$ cat config.mk
export PLATFORM = sky130hd
export DESIGN_NAME = wb_bus_arbiter
export DESIGN_NICKNAME = d
export VERILOG_FILES = /design/src/rtl/wb_bus_arbiter.sv
export SDC_FILE = /design/constraint.sdc
export NUM_CORES = 1
export LEC_CHECK = 0
export ABC_AREA = 1
export BUFFER_PORTS_ARGS = -buffer_cell sky130_fd_sc_hd__buf_4
export CAP_MARGIN = 20
export CORE_ASPECT_RATIO = 0.9
export CORE_MARGIN = 1.5
export CORE_UTILIZATION = 39
export DETAILED_ROUTE_END_ITERATION = 16
export GPL_ROUTABILITY_DRIVEN = 0
export PLACE_DENSITY_LB_ADDON = 0.3
export SLEW_MARGIN = 20
export SYNTH_ARGS = -nofsm -noshare
export SYNTH_HDL_FRONTEND = slang
export SYNTH_SLANG_ARGS = --single-unit
$ cat constraint.sdc
create_clock -name i_clk -period 3.7 [get_ports i_clk]
set_clock_uncertainty 0.15 [all_clocks]
set_input_delay 0.185 -clock i_clk [delete_from_list [all_inputs] [get_ports i_clk]]
set_output_delay 0.185 -clock i_clk [all_outputs]
set_load 0.02 [all_outputs]
$ cat src/rtl/wb_bus_arbiter.sv
// -----------------------------------------------------------------------------
// wb_bus_arbiter
// Shares one Wishbone master port between two requesters:
//   m0 = instruction cache line fill, m1 = data-side memory unit.
// The grant is held for the owner's whole cycle (cyc high), so line bursts are
// never split. Ties are resolved round-robin. A watchdog aborts a hung cycle
// with a one-cycle err pulse to the owner.
//
// Ports:
//   i_clk, i_rst_n           clock, asynchronous active-low reset
//   m0_* / m1_*              requester Wishbone ports (cyc, stb, we, adr,
//                            dat_o, sel in; ack, err, dat_i out)
//   wb_cyc, wb_stb, wb_we,
//   wb_adr, wb_o_dat, wb_sel shared bus controls (muxed from the owner)
//   wb_i_dat, wb_ack         shared bus read data and acknowledge
//   owner                    debug: 00 none, 01 m0, 10 m1
// -----------------------------------------------------------------------------
module wb_bus_arbiter #(
  parameter int RW    = 16,
  parameter int TMO_W = 8
) (
  input  logic          i_clk,
  input  logic          i_rst_n,
  input  logic          m0_cyc,
  input  logic          m0_stb,
  input  logic          m0_we,
  input  logic [RW-1:0] m0_adr,
  input  logic [RW-1:0] m0_dat_o,
  input  logic [1:0]    m0_sel,
  output logic          m0_ack,
  output logic          m0_err,
  output logic [RW-1:0] m0_dat_i,
  input  logic          m1_cyc,
  input  logic          m1_stb,
  input  logic          m1_we,
  input  logic [RW-1:0] m1_adr,
  input  logic [RW-1:0] m1_dat_o,
  input  logic [1:0]    m1_sel,
  output logic          m1_ack,
  output logic          m1_err,
  output logic [RW-1:0] m1_dat_i,
  output logic          wb_cyc,
  output logic          wb_stb,
  output logic          wb_we,
  output logic [RW-1:0] wb_adr,
  output logic [RW-1:0] wb_o_dat,
  output logic [1:0]    wb_sel,
  input  logic [RW-1:0] wb_i_dat,
  input  logic          wb_ack,
  output logic [1:0]    owner
);

  typedef enum logic [1:0] {
    ST_IDLE  = 2'b00,
    ST_G0    = 2'b01,
    ST_G1    = 2'b10,
    ST_ABORT = 2'b11
  } state_t;

  // The counter holds the number of completed waiting cycles; the timeout
  // fires in the cycle that would bring it to all-ones.
  localparam logic [TMO_W-1:0] TMO_LAST = {{(TMO_W-1){1'b1}}, 1'b0};
  localparam logic [TMO_W-1:0] TMO_ZERO = {TMO_W{1'b0}};
  localparam logic [TMO_W-1:0] TMO_ONE  = {{(TMO_W-1){1'b0}}, 1'b1};

  state_t           state_r, state_nxt_s;
  logic             last_r, last_nxt_s;         // 0 = m0 owned last, 1 = m1
  logic             abort_m1_r, abort_m1_nxt_s; // which requester was aborted
  logic [TMO_W-1:0] tmo_cnt_r, tmo_cnt_nxt_s;

  logic             own_cyc_s, own_stb_s, own_we_s;
  logic [RW-1:0]    own_adr_s, own_dat_s;
  logic [1:0]       own_sel_s;
  logic             other_cyc_s;
  logic             tmo_hit_s;

  // Owner mux: selects the granted requester's bus signals, zero otherwise.
  always_comb begin
    own_cyc_s   = 1'b0;
    own_stb_s   = 1'b0;
    own_we_s    = 1'b0;
    own_adr_s   = {RW{1'b0}};
    own_dat_s   = {RW{1'b0}};
    own_sel_s   = 2'b00;
    other_cyc_s = 1'b0;
    case (state_r)
      ST_G0: begin
        own_cyc_s   = m0_cyc;
        own_stb_s   = m0_stb;
        own_we_s    = m0_we;
        own_adr_s   = m0_adr;
        own_dat_s   = m0_dat_o;
        own_sel_s   = m0_sel;
        other_cyc_s = m1_cyc;
      end
      ST_G1: begin
        own_cyc_s   = m1_cyc;
        own_stb_s   = m1_stb;
        own_we_s    = m1_we;
        own_adr_s   = m1_adr;
        own_dat_s   = m1_dat_o;
        own_sel_s   = m1_sel;
        other_cyc_s = m0_cyc;
      end
      default: begin
        own_cyc_s   = 1'b0;
        own_stb_s   = 1'b0;
      end
    endcase
  end

  // A same-cycle ack beats the timeout.
  assign tmo_hit_s = own_cyc_s & own_stb_s & ~wb_ack & (tmo_cnt_r == TMO_LAST);

  // Timeout cycle already presents an idle bus.
  assign wb_cyc   = own_cyc_s & ~tmo_hit_s;
  assign wb_stb   = own_stb_s & ~tmo_hit_s;
  assign wb_we    = own_we_s;
  assign wb_adr   = own_adr_s;
  assign wb_o_dat = own_dat_s;
  assign wb_sel   = own_sel_s;

  assign m0_ack   = (state_r == ST_G0) & wb_ack & m0_stb;
  assign m1_ack   = (state_r == ST_G1) & wb_ack & m1_stb;
  assign m0_err   = (state_r == ST_G0) & tmo_hit_s;
  assign m1_err   = (state_r == ST_G1) & tmo_hit_s;
  assign m0_dat_i = wb_i_dat;
  assign m1_dat_i = wb_i_dat;
  assign owner    = ((state_r == ST_G0) || (state_r == ST_G1)) ? state_r : 2'b00;

  // Next-state, round-robin and watchdog logic.
  always_comb begin
    state_nxt_s    = state_r;
    last_nxt_s     = last_r;
    abort_m1_nxt_s = abort_m1_r;
    tmo_cnt_nxt_s  = tmo_cnt_r;
    case (state_r)
      ST_IDLE: begin
        tmo_cnt_nxt_s = TMO_ZERO;
        if (m0_cyc && m1_cyc) begin
          state_nxt_s = last_r ? ST_G0 : ST_G1;
        end else if (m0_cyc) begin
          state_nxt_s = ST_G0;
        end else if (m1_cyc) begin
          state_nxt_s = ST_G1;
        end else begin
          state_nxt_s = ST_IDLE;
        end
      end
      ST_G0, ST_G1: begin
        if (tmo_hit_s) begin
          state_nxt_s    = ST_ABORT;
          abort_m1_nxt_s = (state_r == ST_G1);
          tmo_cnt_nxt_s  = TMO_ZERO;
        end else if (!own_cyc_s) begin
          // Release; hand straight over if the other side is waiting.
          last_nxt_s    = (state_r == ST_G1);
          tmo_cnt_nxt_s = TMO_ZERO;
          if (other_cyc_s) begin
            state_nxt_s = (state_r == ST_G1) ? ST_G0 : ST_G1;
          end else begin
            state_nxt_s = ST_IDLE;
          end
        end else if (wb_ack) begin
          tmo_cnt_nxt_s = TMO_ZERO;
        end else if (own_stb_s) begin
          tmo_cnt_nxt_s = tmo_cnt_r + TMO_ONE;
        end else begin
          tmo_cnt_nxt_s = tmo_cnt_r;
        end
      end
      ST_ABORT: begin
        tmo_cnt_nxt_s = TMO_ZERO;
        if (abort_m1_r ? !m1_cyc : !m0_cyc) begin
          state_nxt_s = ST_IDLE;
          last_nxt_s  = abort_m1_r;
        end else begin
          state_nxt_s = ST_ABORT;
        end
      end
      default: begin
        state_nxt_s   = ST_IDLE;
        tmo_cnt_nxt_s = TMO_ZERO;
      end
    endcase
  end

  // State, round-robin pointer and watchdog registers.
  always_ff @(posedge i_clk or negedge i_rst_n) begin
    if (!i_rst_n) begin
      state_r    <= ST_IDLE;
      last_r     <= 1'b1;
      abort_m1_r <= 1'b0;
      tmo_cnt_r  <= TMO_ZERO;
    end else begin
      state_r    <= state_nxt_s;
      last_r     <= last_nxt_s;
      abort_m1_r <= abort_m1_nxt_s;
      tmo_cnt_r  <= tmo_cnt_nxt_s;
    end
  end

endmodule

==> impl_metrics.json <==
{
  "status": "finished, final reports clean",
  "period_minus_slack_ns": 2.54,
  "area_growth_pct": 44.9,
  "p_sw_uw": 807,
  "syn_area_um2": 1680,
  "hp-class": "in2reg",
  "cts_hold_buf": 1,
  "synth-seq-area-share": 0.179,
  "finalSetupViolCount": 0,
  "ios": 168,
  "overflow": 0,
  "pwr-share-seq": 0.113,
  "period_share": 0.687,
  "clk_latency_ns": 0.24,
  "wirelength_um": 5670,
  "cts_buffer_depth": 2,
  "fmax_mhz": 394,
  "ir_worst_vdd_v": 0.000471,
  "final.setup.tns_ns": 0,
  "syn_inst": 292,
  "via_per_inst": 5.02,
  "ant_nets": 0,
  "worst_pin_slew_ns": 0.371,
  "synthTopCellsByArea": "nand2_1 (25%), dfrtp_1 (16%), buf_4 (14%), a21oi_1 (11%), ha_1 (6.0%)",
  "crit_fanout": 38,
  "power_frac_comb": 0.791,
  "fin_hold_ws_ns": 0.142,
  "synth.distinct_cells": 24,
  "hold_viol_final": 0,
  "cts_tree": "done",
  "drc": 0,
  "cp.required_ns": 3.37,
  "r2r_start": "state_r[1]",
  "antenna-diode-count": 0,
  "port_buffers": 119,
  "wl_per_cell_um": 13.4,
  "floorplan.initialDensity": 0.410,
  "holdCritStartpoint": "wb_ack",
  "cts_root_buf": "clkbuf_8",
  "num_vias": 2127,
  "numClockSinks": 12,
  "dr.pass1.iters": 4,
  "clkSlewWorstSetupHoldPaths_ns": 0.05,
  "fillers": 403,
  "ys_ff_latch": 12,
  "syn-num-nets": 393,
  "fin_nets": 478,
  "grt_pass1_vias": 1856,
  "swShare": 0.549,
  "syn_avg_cell_area_um2": 5.76,
  "cts_max_level": 1,
  "grt_max_degree": 39,
  "drive_gt1_frac": 0.367,
  "numCtsBuffers": 3,
  "first_iter_violations": 91,
  "die_h_um": 65.3,
  "place_ws_ns": 1.42,
  "critPathKind": "reg2out",
  "postCtsSetupBuffers": 0,
  "cap_violations": 0,
  "p_leak_nw": 1.25,
  "yosys_warnings": 0,
  "die_w_um": 72.2,
  "clockPowerShare": 0.096,
  "placed_area_um2": 2370,
  "cp-start-kind": "register",
  "antenna_found_initial": 0,
  "cp-end-kind": "primary output",
  "startpoint": "state_r[1]",
  "slew_headroom": 0.753,
  "rows": 22,
  "cp.arrival_ns": 2.21,
  "core_um2": 4100,
  "die-area_um2": 4720,
  "grt_setup_unrepaired": "false",
  "synth_top_area_share": 0.246,
  "power.internal_uw": 663,
  "grt_usage": 0.231,
  "stdcell_area_um2": 2440,
  "hpwl_um": 4520,
  "grt_pass1_wl_um": 8670,
  "synth.largest_area_cell": "nand2_1",
  "power_density_nw_per_um2": 603,
  "finalMaxSlewViolations": 0,
  "worst_slack_ns": 1.16,
  "cts_resized": 0,
  "p_total_mw": 1.47
}
-- final timing paths --
| check | end | slack (ns) | depth (start not counted) |
|---|---|---|---|
| setup / recovery | wb_cyc | 1.16 | 11 |
| hold / removal | abort_m1_r | 0.14 | 4 |
| setup reg to reg | tmo_cnt_r[7] | 1.51 | 10 |
| hold reg to reg | last_r | 0.39 | 2 |
| max in group asynchronous | last_r | 3.01 | 2 |
| min in group asynchronous | tmo_cnt_r[5] | 0.17 | 2 |
-- stage by stage --
| step | util | std cells |
|---|---|---|
| after global placement | 0.578 | 419 |
| after global routing | 0.594 | 424 |
| final | 0.594 | 424 |
| after detailed placement | 0.578 | 419 |
| after CTS | 0.594 | 424 |
| after floorplan | - | 292 |
-- cells in the mapped netlist --
library cell,instances
nor2_2,2
o21ai_1,1
o21ai_0,9
a21oi_1,38
nor2_1,14
dfstp_2,1
nor3_1,1
nor2_4,2
buf_4,32
clkbuf_1,3
nand3_2,1
ha_1,8
nand2_2,5
inv_2,1
nor3b_1,1
nand3_1,19
buf_1,5
a31oi_1,1
buf_2,3
nand2_1,110
clkinv_1,2
nand4_1,2
inv_1,20
dfrtp_1,11
-- cell type report --
cell class | instances | area (µm²) | area share
well taps | 48 | 60.1 | 0.0246
multi-input cells | 214 | 1010 | 0.414
repair buffers | 123 | 926 | 0.380
inverters | 23 | 86.3 | 0.0354
flip-flops and latches | 12 | 302 | 0.124
clock buffers | 4 | 55.1 | 0.0226
-- flip-flops by register name, summed over array words and instances (netlist names) --
register and count:
tmo_cnt_r 8, state_r 2, abort_m1_r 1, last_r 1
-- worst max-delay path: stages, from the launching register on --
cell and delay [ns]:
dfrtp_1 0.42, inv_1 0.12, ha_1 0.18, buf_4 0.34, nand2_1 0.10, nand2_1 0.09
nand2_1 0.14, nor2_1 0.16, nand3_2 0.10, nand2_2 0.10, inv_2 0.05, buf_4 0.15
-- layout by cell type (no fill, tap or decap) --
cell,n
buf_4,122
nand2_1,110
a21oi_1,38
inv_1,20
nand3_1,19
nor2_1,14
dfrtp_1,11
o21ai_0,9
ha_1,8
nand2_2,5
clkbuf_8,4
clkinv_1,2
nor2_4,2
nand4_1,2
nor2_2,2
nand3_2,1
inv_2,1
nor3_1,1
a31oi_1,1
nor3b_1,1
o21ai_1,1
dlygate4sd3_1,1
dfstp_2,1
-- logic make-up (layout without fill, tap and decap cells) --
| family | after synthesis | after routing | share of synthesized area |
|---|---|---|---|
| and+or+nand+nor | 157 | 157 | 0.394 |
| buffers and inverters | 66 | 150 | 0.221 |
| AOI/OAI and AO/OA | 49 | 49 | 0.147 |
| DFF | 12 | 12 | 0.179 |
| adders and majority gates | 8 | 8 | 0.0595 |
-- power groups by stage --
stage | sequential (mW) | combinational [mW] | clock [mW]
after global placement | 0.166 | 1.16 | 0
after global routing | 0.169 | 1.27 | 0.154
after floorplan | 0.164 | 0.771 | 0
after CTS | 0.166 | 1.17 | 0.146
final | 0.166 | 1.16 | 0.141
after detailed placement | 0.168 | 1.17 | 0
-- routing by layer --
layer	vias up	track usage	routed length, µm
met2	70	0.425	2990
li1	1063	-	-
met4	0	0.0566	72
met5	-	0	0
met3	14	0.0414	363
met1	980	0.278	2250
Power figures use the tool's default switching activity.
